===== src/rtl/jk_mod_counter.sv =====
// -----------------------------------------------------------------------------
// jk_mod_counter
//
// Synchronous modulo-MODULUS up/down counter built from JK flip-flop
// excitation. Each cycle the desired next count is computed, converted to
// per-bit J/K excitation, and the state register is advanced only through the
// JK characteristic equation q+ = J&~q | ~K&q. The J/K vectors are exported so
// they can be cross-checked against discrete flip-flop instances upstream.
//
// Parameters:
//   WIDTH    counter bit width, 1..16
//   MODULUS  count range 0..MODULUS-1, 2..2**WIDTH
//
// Ports:
//   clock   in   rising-edge clock for all state
//   clear   in   asynchronous active-high reset (q=0, wrap=0)
//   en      in   count enable
//   up      in   direction, 1 = increment, 0 = decrement
//   load    in   synchronous parallel load (clamped to MODULUS-1)
//   din     in   load value
//   q       out  registered count
//   qbar    out  bitwise complement of q
//   j_vec   out  combinational J excitation for the next edge
//   k_vec   out  combinational K excitation for the next edge
//   tc      out  combinational terminal count (next enabled edge wraps)
//   wrap    out  registered one-cycle pulse following a wrapping edge
// -----------------------------------------------------------------------------
module jk_mod_counter #(
    parameter int WIDTH   = 4,
    parameter int MODULUS = 10
) (
    input  logic             clock,
    input  logic             clear,
    input  logic             en,
    input  logic             up,
    input  logic             load,
    input  logic [WIDTH-1:0] din,
    output logic [WIDTH-1:0] q,
    output logic [WIDTH-1:0] qbar,
    output logic [WIDTH-1:0] j_vec,
    output logic [WIDTH-1:0] k_vec,
    output logic             tc,
    output logic             wrap
);

    // Reject illegal configurations at elaboration rather than building a
    // counter whose range cannot be represented.
    generate
        if (WIDTH < 1 || WIDTH > 16 || MODULUS < 2 || MODULUS > (1 << WIDTH)) begin : g_bad_config
            $error("jk_mod_counter: illegal WIDTH=%0d / MODULUS=%0d", WIDTH, MODULUS);
        end
    endgenerate

    localparam logic [WIDTH-1:0] MAX_COUNT = WIDTH'(MODULUS - 1);

    logic [WIDTH-1:0] q_next;
    logic             at_max;
    logic             at_zero;

    assign at_max  = (q == MAX_COUNT);
    assign at_zero = (q == '0);

    // Desired next count, priority load > en > hold (clear is handled by the
    // asynchronous reset of the register).
    always_comb begin
        // NOTE: assigning a default first guarantees every path drives q_next,
        // so no latch is inferred.
        q_next = q;
        if (load) begin
            q_next = (din > MAX_COUNT) ? MAX_COUNT : din;
        end else if (en) begin
            if (up) begin
                q_next = at_max ? '0 : q + WIDTH'(1);
            end else begin
                q_next = at_zero ? MAX_COUNT : q - WIDTH'(1);
            end
        end
    end

    // JK excitation: set bits rising 0->1, reset bits falling 1->0. Bits that
    // stay put get j=k=0, so the toggle code j=k=1 never occurs.
    assign j_vec = ~q & q_next;
    assign k_vec = q & ~q_next;

    assign qbar = ~q;

    // Terminal count: the next edge will wrap the counter.
    assign tc = en & ~load & ((up & at_max) | (~up & at_zero));

    always_ff @(posedge clock or posedge clear) begin
        if (clear) begin
            q    <= '0;
            wrap <= 1'b0;
        end else begin
            // NOTE: non-blocking assignments keep all state updates on this
            // edge based on pre-edge values, matching real flip-flops.
            q    <= (j_vec & ~q) | (~k_vec & q);
            wrap <= tc;
        end
    end

endmodule


===== config.mk =====
export PLATFORM = sky130hd
export DESIGN_NAME = jk_mod_counter
export DESIGN_NICKNAME = d
export VERILOG_FILES = /design/src/rtl/jk_mod_counter.sv
export SDC_FILE = /design/constraint.sdc
export NUM_CORES = 1
export LEC_CHECK = 0
export BUFFER_PORTS_ARGS = -buffer_cell sky130_fd_sc_hd__buf_2
export CAP_MARGIN = 20
export CORE_AREA = 2 2 39 41
export CTS_CLUSTER_DIAMETER = 100
export DETAILED_ROUTE_END_ITERATION = 10
export DIE_AREA = 0 0 41 43
export HOLD_SLACK_MARGIN = 0.08
export PLACE_DENSITY = 0.73
export SYNTH_ARGS = -nofsm -noshare
export SYNTH_HDL_FRONTEND = slang
export SYNTH_SLANG_ARGS = --single-unit
export TNS_END_PERCENT = 10

===== constraint.sdc =====
create_clock -name clock -period 4.42 [get_ports clock]
set_input_delay 0.442 -clock clock [delete_from_list [all_inputs] [get_ports clock]]
set_output_delay 0.442 -clock clock [all_outputs]
set_load 0.01 [all_outputs]

# Word level (Yosys, flattened, before mapping)
# Index checks and enable logic that the tools add are counted.
# word_totals
word_cells	28
n_memories	0
ram_bits	0
inputBits	9
rom_bits	0
out_inout_bits	18
latchBits	0
reg_bits	5
# classes
reduce_logical	1
addsub	2
order_cmp	1
n_eq_ne	1
n_bitwise	15
multipliers	0
mux	6
div	0
n_shift	0
# op_table
op	n
4-bit 2-to-1 mux	6
4-bit bitwise AND	4
4-bit inverter	3
4-bit by 1-bit adder with 4-bit output, second input constant	1
1-bit bitwise AND	4
4-bit == test, second input constant	1
4-bit greater-than comparator, second input constant	1
4-bit zero test	1
4-bit bitwise OR	1
4-bit by 1-bit subtractor with 4-bit output, second input constant	1
1-bit inverter	2
1-bit bitwise OR	1

# Longest topological paths before layout
# Gate-level depths: netlist of run 1.
# depth
word_depth	10
ltp_mapped	6
ltp_nobuf	6

# Least setup slack after synthesis of run 1
# OpenSTA, ideal clock, no wires.
# synth_timing
path_type	reg-to-output
start	reg q[0]
end	out k_vec[3]
n_path_buf	0
arrival_ns	1.714
path_stages_with_launch	7
path_slack_ns	2.264
path_cell_list	dfrtp_1 > inv_1 > ha_1 > o21bai_1 > a211o_1 > a31oi_1 > o21a_1
# synth_between
elab_chain_len	7
word_cells_on_any_way	11
# synth_lines
element	line	rtl
start: declaration	38	output logic [WIDTH-1:0] q,
start signal: assignment	97	q <= (j_vec & ~q) | (~k_vec & q);
4-bit by 1-bit subtractor with 4-bit output, or another cell as far along	75	q_next = at_zero ? MAX_COUNT : q - WIDTH'(1);
4-bit 2-to-1 mux, on equally long branches	75, 73	
4-bit 2-to-1 mux *	72	if (up) begin
4-bit 2-to-1 mux *	71	end else if (en) begin
4-bit 2-to-1 mux *	69	if (load) begin
4-bit inverter *	83	assign k_vec = q & ~q_next;
4-bit bitwise AND *	83	
end: declaration	41	output logic [WIDTH-1:0] k_vec,
# Every way passes the cells marked *; elsewhere a longest branch is shown, timed or not.

# Final worst setup path of run 1
# Ends and elaborated chain as after synthesis.

==> metrics.cfg, run 1 <==
[status]
status = finished, final reports clean

[sta]
relSlewSlack_pct = 73.38
slew_viol_final = 0
finalCritPeriodShare_pct = 58.50
finalHoldViolations = 0
tightestPinTransition_ps = 399.3
rsz0062_at_grt = false
setup_viol = 0
setup_tns_ps = 0
fmax_ghz = 0.3867
period_needed_ps = 2586
hold_ws_ps = 92.57
layout_setup_ws_ps = 1834
fin_skew_ps = 12.20

[critical_path]
crit_buf_inv = 2
path_max_fanout = 7
cpLargestDelayFamily = compound AO/OA/AOI/OAI gates
slowest_delay_ps = 500
r2r_setup_slack_ps = 2600
arrival_ps = 2140
cpMaxStageDelayCell = dfrtp_1
cp-end-kind = primary output
critical_path.startpoint_type = flop
critPathRequiredTime_ps = 3980
critPathKind = reg -> out
path_cells = inv_1 > ha_1 > o21bai_1 > a211o_1 > a31oi_1 > o21a_1 > buf_2

[route]
vias = 640
ant_nets = 0
dr.pass1.iters = 4
drtIter0Drc = 25
wl_mm = 1.570
routed-wl-met2_um = 741
wl_met3_um = 148
top_layer = met3
routed_via_density = 5.565
wl_met1_um = 679
drc = 0
avgRoutedWirePerCell_um = 13.65

[power]
intPower_mw = 0.1231
switching_share_pct = 39.87
finalPower_mw = 0.2048
p_comb_share_pct = 42.1
pwr-share-seq_pct = 31.1
power_switching_mw = 0.08163
leakage_nw = 0.3619
peakVddDrop_mv = 0.1268
power.share.clock_pct = 26.7
power_density_mw_per_mm2 = 286.1

[placed_design]
dpl.hpwl_mm = 1.207
place.gp.congestion = 0.7732
dpl_worst_slack_ps = 2109
port_buffers = 26

[hold_path]
hold_path_class = in -> async

[floorplanning]
die_area_mm2 = 0.001763
dieWidth_um = 41
start_util_pct = 41.50
fp-row-count = 14
die_h_um = 43
core_mm2 = 0.001384
ioPinCount = 27

[cts]
cts-resized-gates = 0
numCtsBuffers = 3
cts.sinks = 5
clockBufferDepth = 2
tritoncts = done
cts_hold_buf = 0
path_clk_slew_ps = 50
clockRootBuffer = clkbuf_4
clkLatencyLatePin_ps = 250
htree_levels = 1
post-cts-setup-buffers = 0

[yosys]
synthCells = 73
seq_area_frac_synth_pct = 21.79
yosysWarningCount = 0
synth_seq_cells = 5
ys.flop_type = dfrtp_1
synth_area_um2 = 574.3
synth-edff-count = 0
synth_top_cell_by_area = dfrtp_1
async_flop_share_pct = 100.0
synth.distinct_cells = 33
synthTopCellsByArea = dfrtp_1 (22%), a21oi_1 (7.0%), ha_1 (6.5%), nand2_1 (5.9%), nor2_1 (5.2%)
syn_nets = 85
synth_top_cell_area_share_pct = 21.79
avgSynthCellArea_um2 = 7.867

[flow_run]
max_cap_violations = 0

[layout]
antenna_cells = 0
areaGrowthSynthToFinish_pct = 24.62
fin_nets = 112
final_common_cell = buf_2
layout-drive-gt1-share_pct = 36.36
nFillCells = 151
final_core_util_pct = 51.72
mostFrequentLayoutCells = buf_2 (26), nand2_1 (9), a21oi_1 (8), nor2_1 (8), inv_1 (6)

[grt]
grt_pass1_vias = 541
grt_usage_pct = 20.04
overflow = 0
antenna_found_initial = 0
grt_start_max_net_pins = 13
grt_pass1_wl_mm = 2.428

-- power groups by stage --
stage	registers, mW	logic (mW)	clock network [mW]
2_1_floorplan	0.0592	0.0642	0
3_3_place_gp	0.0631	0.0854	0
3_5_place_dp	0.0640	0.0858	0
4_1_cts	0.0634	0.0862	0.0568
5_1_grt	0.0648	0.0961	0.0612
6_report	0.0637	0.0863	0.0548
-- synth_stat cells, types with 2 or more instances --
cell and n:
a211oi_1 2, buf_6 2, nand2_1 9, nand2b_1 2, a21oi_1 8, nand3b_1 2
nor2_1 8, dfrtp_1 5, a31oi_1 3, inv_1 6, ha_1 3, nor3b_1 2
-- flip-flops by register name, summed over array words and instances (netlist names) --
signal,count
q,4
wrap,1
-- worst reg2reg max path, cell delays in order, from the launching register on --
cell and delay (ps):
dfrtp_1 500, inv_1 180, ha_1 300, o21bai_1 180, a211o_1 330, o211ai_1 110, a21oi_1 90
-- stage by stage --
stage | std cells | area [µm²]
floorplan | 73 | 574.3
global placement | 111 | 689.4
detailed placement | 111 | 689.4
CTS | 115 | 715.7
global route | 115 | 715.7
finish | 115 | 715.7
-- layout make-up --
type	instances	area, µm²	share of cell area [%]
inverter	6	22.52	3.147
tap	16	20.02	2.797
timing repair buffer	26	130.1	18.18
clock buffer	4	26.28	3.671
sequential	5	125.1	17.48
multi-input combinational	58	391.6	54.72
-- layer usage --
metal | vias up | track usage, %
met5 | - | 0
met4 | 0 | 8.000
met3 | 0 | 4.712
met2 | 31 | 29.06
met1 | 298 | 27.48
li1 | 311 | -
-- path summary, 6_finish.rpt --
check / start / endpoint / depth (start not counted)
setup / recovery: q[0]$_DFF_PP0_ / k_vec[3] / 7
hold / removal: clear / q[1]$_DFF_PP0_ / 2
setup reg to reg: q[0]$_DFF_PP0_ / q[3]$_DFF_PP0_ / 6
hold reg to reg: q[1]$_DFF_PP0_ / q[1]$_DFF_PP0_ / 2
max in group asynchronous: clear / wrap$_DFF_PP0_ / 2
min in group clock: din[1] / q[1]$_DFF_PP0_ / 3
-- cells by family after synthesis --
kind of cell    Yosys count  synth area share [%]
simple gates             31                 30.93
mux                       2                 4.357
buf+inv                  10                 10.02
compound gates           22                 26.36
fa+ha+maj                 3                 6.537
flops                     5                 21.79
No activity file was read; power rests on OpenSTA's default activity.
==> inputs of run 2 (changes only) <==
--- a/config.mk
+++ b/config.mk
@@ -7,12 +7,12 @@
 export LEC_CHECK = 0
 export BUFFER_PORTS_ARGS = -buffer_cell sky130_fd_sc_hd__buf_2
 export CAP_MARGIN = 20
-export CORE_AREA = 2 2 39 41
+export CORE_MARGIN = 2
+export CORE_UTILIZATION = 40
 export CTS_CLUSTER_DIAMETER = 100
 export DETAILED_ROUTE_END_ITERATION = 10
-export DIE_AREA = 0 0 41 43
 export HOLD_SLACK_MARGIN = 0.08
-export PLACE_DENSITY = 0.73
+export PLACE_DENSITY = 0.71
 export SYNTH_ARGS = -nofsm -noshare
 export SYNTH_HDL_FRONTEND = slang
 export SYNTH_SLANG_ARGS = --single-unit
==> constraint.sdc (replaced) <==
create_clock -name clock -period 2.25 [get_ports clock]
set_input_delay 0.225 -clock clock [delete_from_list [all_inputs] [get_ports clock]]
set_output_delay 0.225 -clock clock [all_outputs]
set_load 0.01 [all_outputs]
==> run 2 against run 1 <==
Power increased by 98%. Count of clock-buffer cells in the layout did not move. Via count up 0.16%. Cell area grew 3.8%. Critical path type unchanged. Largest power group unchanged. Highest routed layer unchanged.
==> metrics.cfg, run 2 (synthesis gave the netlist of run 1 again) <==
[critical_path]
critPathRequiredTime_ps = 2030  ; -1950 ps
path_max_fanout = 7  ; unchanged
cp-end-kind = primary output
arrival_ps = 1870  ; -270 ps
critPathKind = reg -> out
critical_path.startpoint_type = flop
worst_r2r_path_depth = 6  ; unchanged

[sta]
rsz0062_at_grt = false
finalCritPeriodShare_pct = 93.21
layout_setup_ws_ps = 152.8  ; -1681 ps
slew_viol_final = 0  ; unchanged
fmax_ghz = 0.4768
period_needed_ps = 2097
tightestPinTransition_ps = 422.6  ; +23.31 ps
setup_viol = 0  ; unchanged
relSlewSlack_pct = 71.47  ; -1.9 points
fin_skew_ps = 3.283  ; -8.916 ps
setup_tns_ps = 0  ; unchanged
finalHoldViolations = 0  ; unchanged

[cts]
clockRootBuffer = clkbuf_4
htree_levels = 1  ; unchanged
path_clk_slew_ps = 40  ; about the same
cts.sinks = 5  ; unchanged
numCtsBuffers = 3  ; unchanged
clkLatencyLatePin_ps = 240  ; about the same
clockBufferDepth = 2  ; unchanged
tritoncts = done

[placed_design]
place.gp.congestion = 0.8136  ; +5.2%
dpl.hpwl_mm = 1.102  ; -8.7%
port_buffers = 26  ; unchanged
placed_cells = 111  ; unchanged
dpl_worst_slack_ps = 257.6  ; -1851 ps

[floorplanning]
ioPinCount = 27  ; unchanged
dieWidth_um = 41.89  ; +2.2%
fp-row-count = 13  ; -1
die_area_mm2 = 0.001755  ; -0.47%
core_mm2 = 0.001318  ; -4.8%
start_util_pct = 43.59  ; +2.1 points
die_h_um = 41.89  ; -2.6%

[power]
peakVddDrop_mv = 0.2820  ; +120%
leakage_nw = 0.3731  ; +3.1%
power_density_mw_per_mm2 = 546.3  ; +91%

[layout]
final_common_cell = buf_2
instances_no_fill = 117  ; +1.7%
reg_top3 = q x4, wrap x1
mostFrequentLayoutCells = buf_2 (26), nand2_1 (9), a21oi_1 (8), nor2_1 (8), inv_1 (6)
fin_nets = 115  ; +2.7%
final_core_util_pct = 56.41  ; +4.7 points
regMostFlops = q
antenna_cells = 0  ; unchanged
layout-drive-gt1-share_pct = 39.22  ; +2.9 points
areaGrowthSynthToFinish_pct = 29.41
largest_reg_flops = 4  ; unchanged

[route]
vias = 641  ; +0.16%
avgRoutedWirePerCell_um = 12.31  ; -9.8%
dr.pass1.iters = 4  ; unchanged
routed_via_density = 5.479  ; -1.6%
drtIter0Drc = 18  ; -28%
ant_nets = 0  ; unchanged
drc = 0  ; unchanged
wl_mm = 1.440  ; -8.3%

[status]
status = finished, final reports clean

[grt]
antenna_found_initial = 0  ; unchanged
grt_pass1_wl_mm = 2.415  ; -0.54%
grt_start_max_net_pins = 13  ; unchanged
overflow = 0  ; unchanged
grt_pass1_vias = 543  ; +0.37%
grt_usage_pct = 17.73  ; -2.3 points

[hold_path]
hold_path_class = in -> reg
whs_path_depth = 3

[flow_run]
max_cap_violations = 0  ; unchanged

==> run 2: layout make-up <==
class / count / area [µm²]
fill: 140 / 574.3
multi-input combinational: 58 / 394.1
timing repair buffer: 29 / 155.1
sequential: 5 / 126.4
clock buffer: 4 / 26.28
inverter: 6 / 22.52
tap: 15 / 18.77
==> run 2: timing repair <==
action / in CTS / in global routing
resized for setup: 1 / 1
hold buffers: 1 / 0
hold endpoints to repair: 5 / 0
endpoints found under the setup margin: 1 / 3
setup buffers: 0 / 1
==> run 2: path summary, 6_finish.rpt <==
| check | startpoint | to | slack (ps) |
|---|---|---|---|
| worst max-delay path | q[0]$_DFF_PP0_ | j_vec[0] | 150 |
| worst min-delay path | din[1] | q[1]$_DFF_PP0_ | 270 |
| worst max register to register | q[0]$_DFF_PP0_ | q[2]$_DFF_PP0_ | 710 |
| worst min register to register | q[1]$_DFF_PP0_ | q[1]$_DFF_PP0_ | 670 |
| max in group asynchronous | clear | q[1]$_DFF_PP0_ | 1630 |
| min in group asynchronous | clear | q[0]$_DFF_PP0_ | 430 |
==> run 2: where the power goes <==
part	internal (mW)	switching (mW)	leakage, nW
Combinational	0.0830	0.101	0.297
Sequential	0.0998	0.0185	0.0606
Clock	0.0670	0.0363	0.0150
==> run 2: worst max-delay path, stage by stage (launching register included) <==
cell	delay, ps
dfrtp_1	370
inv_1	170
ha_2	260
nor4b_2	260
a21oi_1	140
a211oi_2	260
buf_2	170
==> run 2: per-layer routing <==
metal / GRT usage [%] / routed length (µm) / vias up / part of all wire (%)
li1: - / - / 317 / -
met1: 26.06 / 692 / 298 / 48
met2: 25.31 / 659 / 26 / 46
met3: 3.913 / 87 / 0 / 6.0
met4: 5.806 / 0 / 0 / 0
met5: 0 / 0 / - / 0
==> run 2: per-stage QoR <==
stage / power, mW / instance area [µm²] / hold slack (ps)
finish: 0.4060 / 743.2 / 274.7
global route: 0.4392 / 743.2 / 304.6
CTS: 0.4023 / 733.2 / 277.8
detailed placement: 0.2962 / 695.7 / 138.4
global placement: 0.2941 / 695.7 / 123.6
floorplan: 0.2424 / 574.3 / 3.521
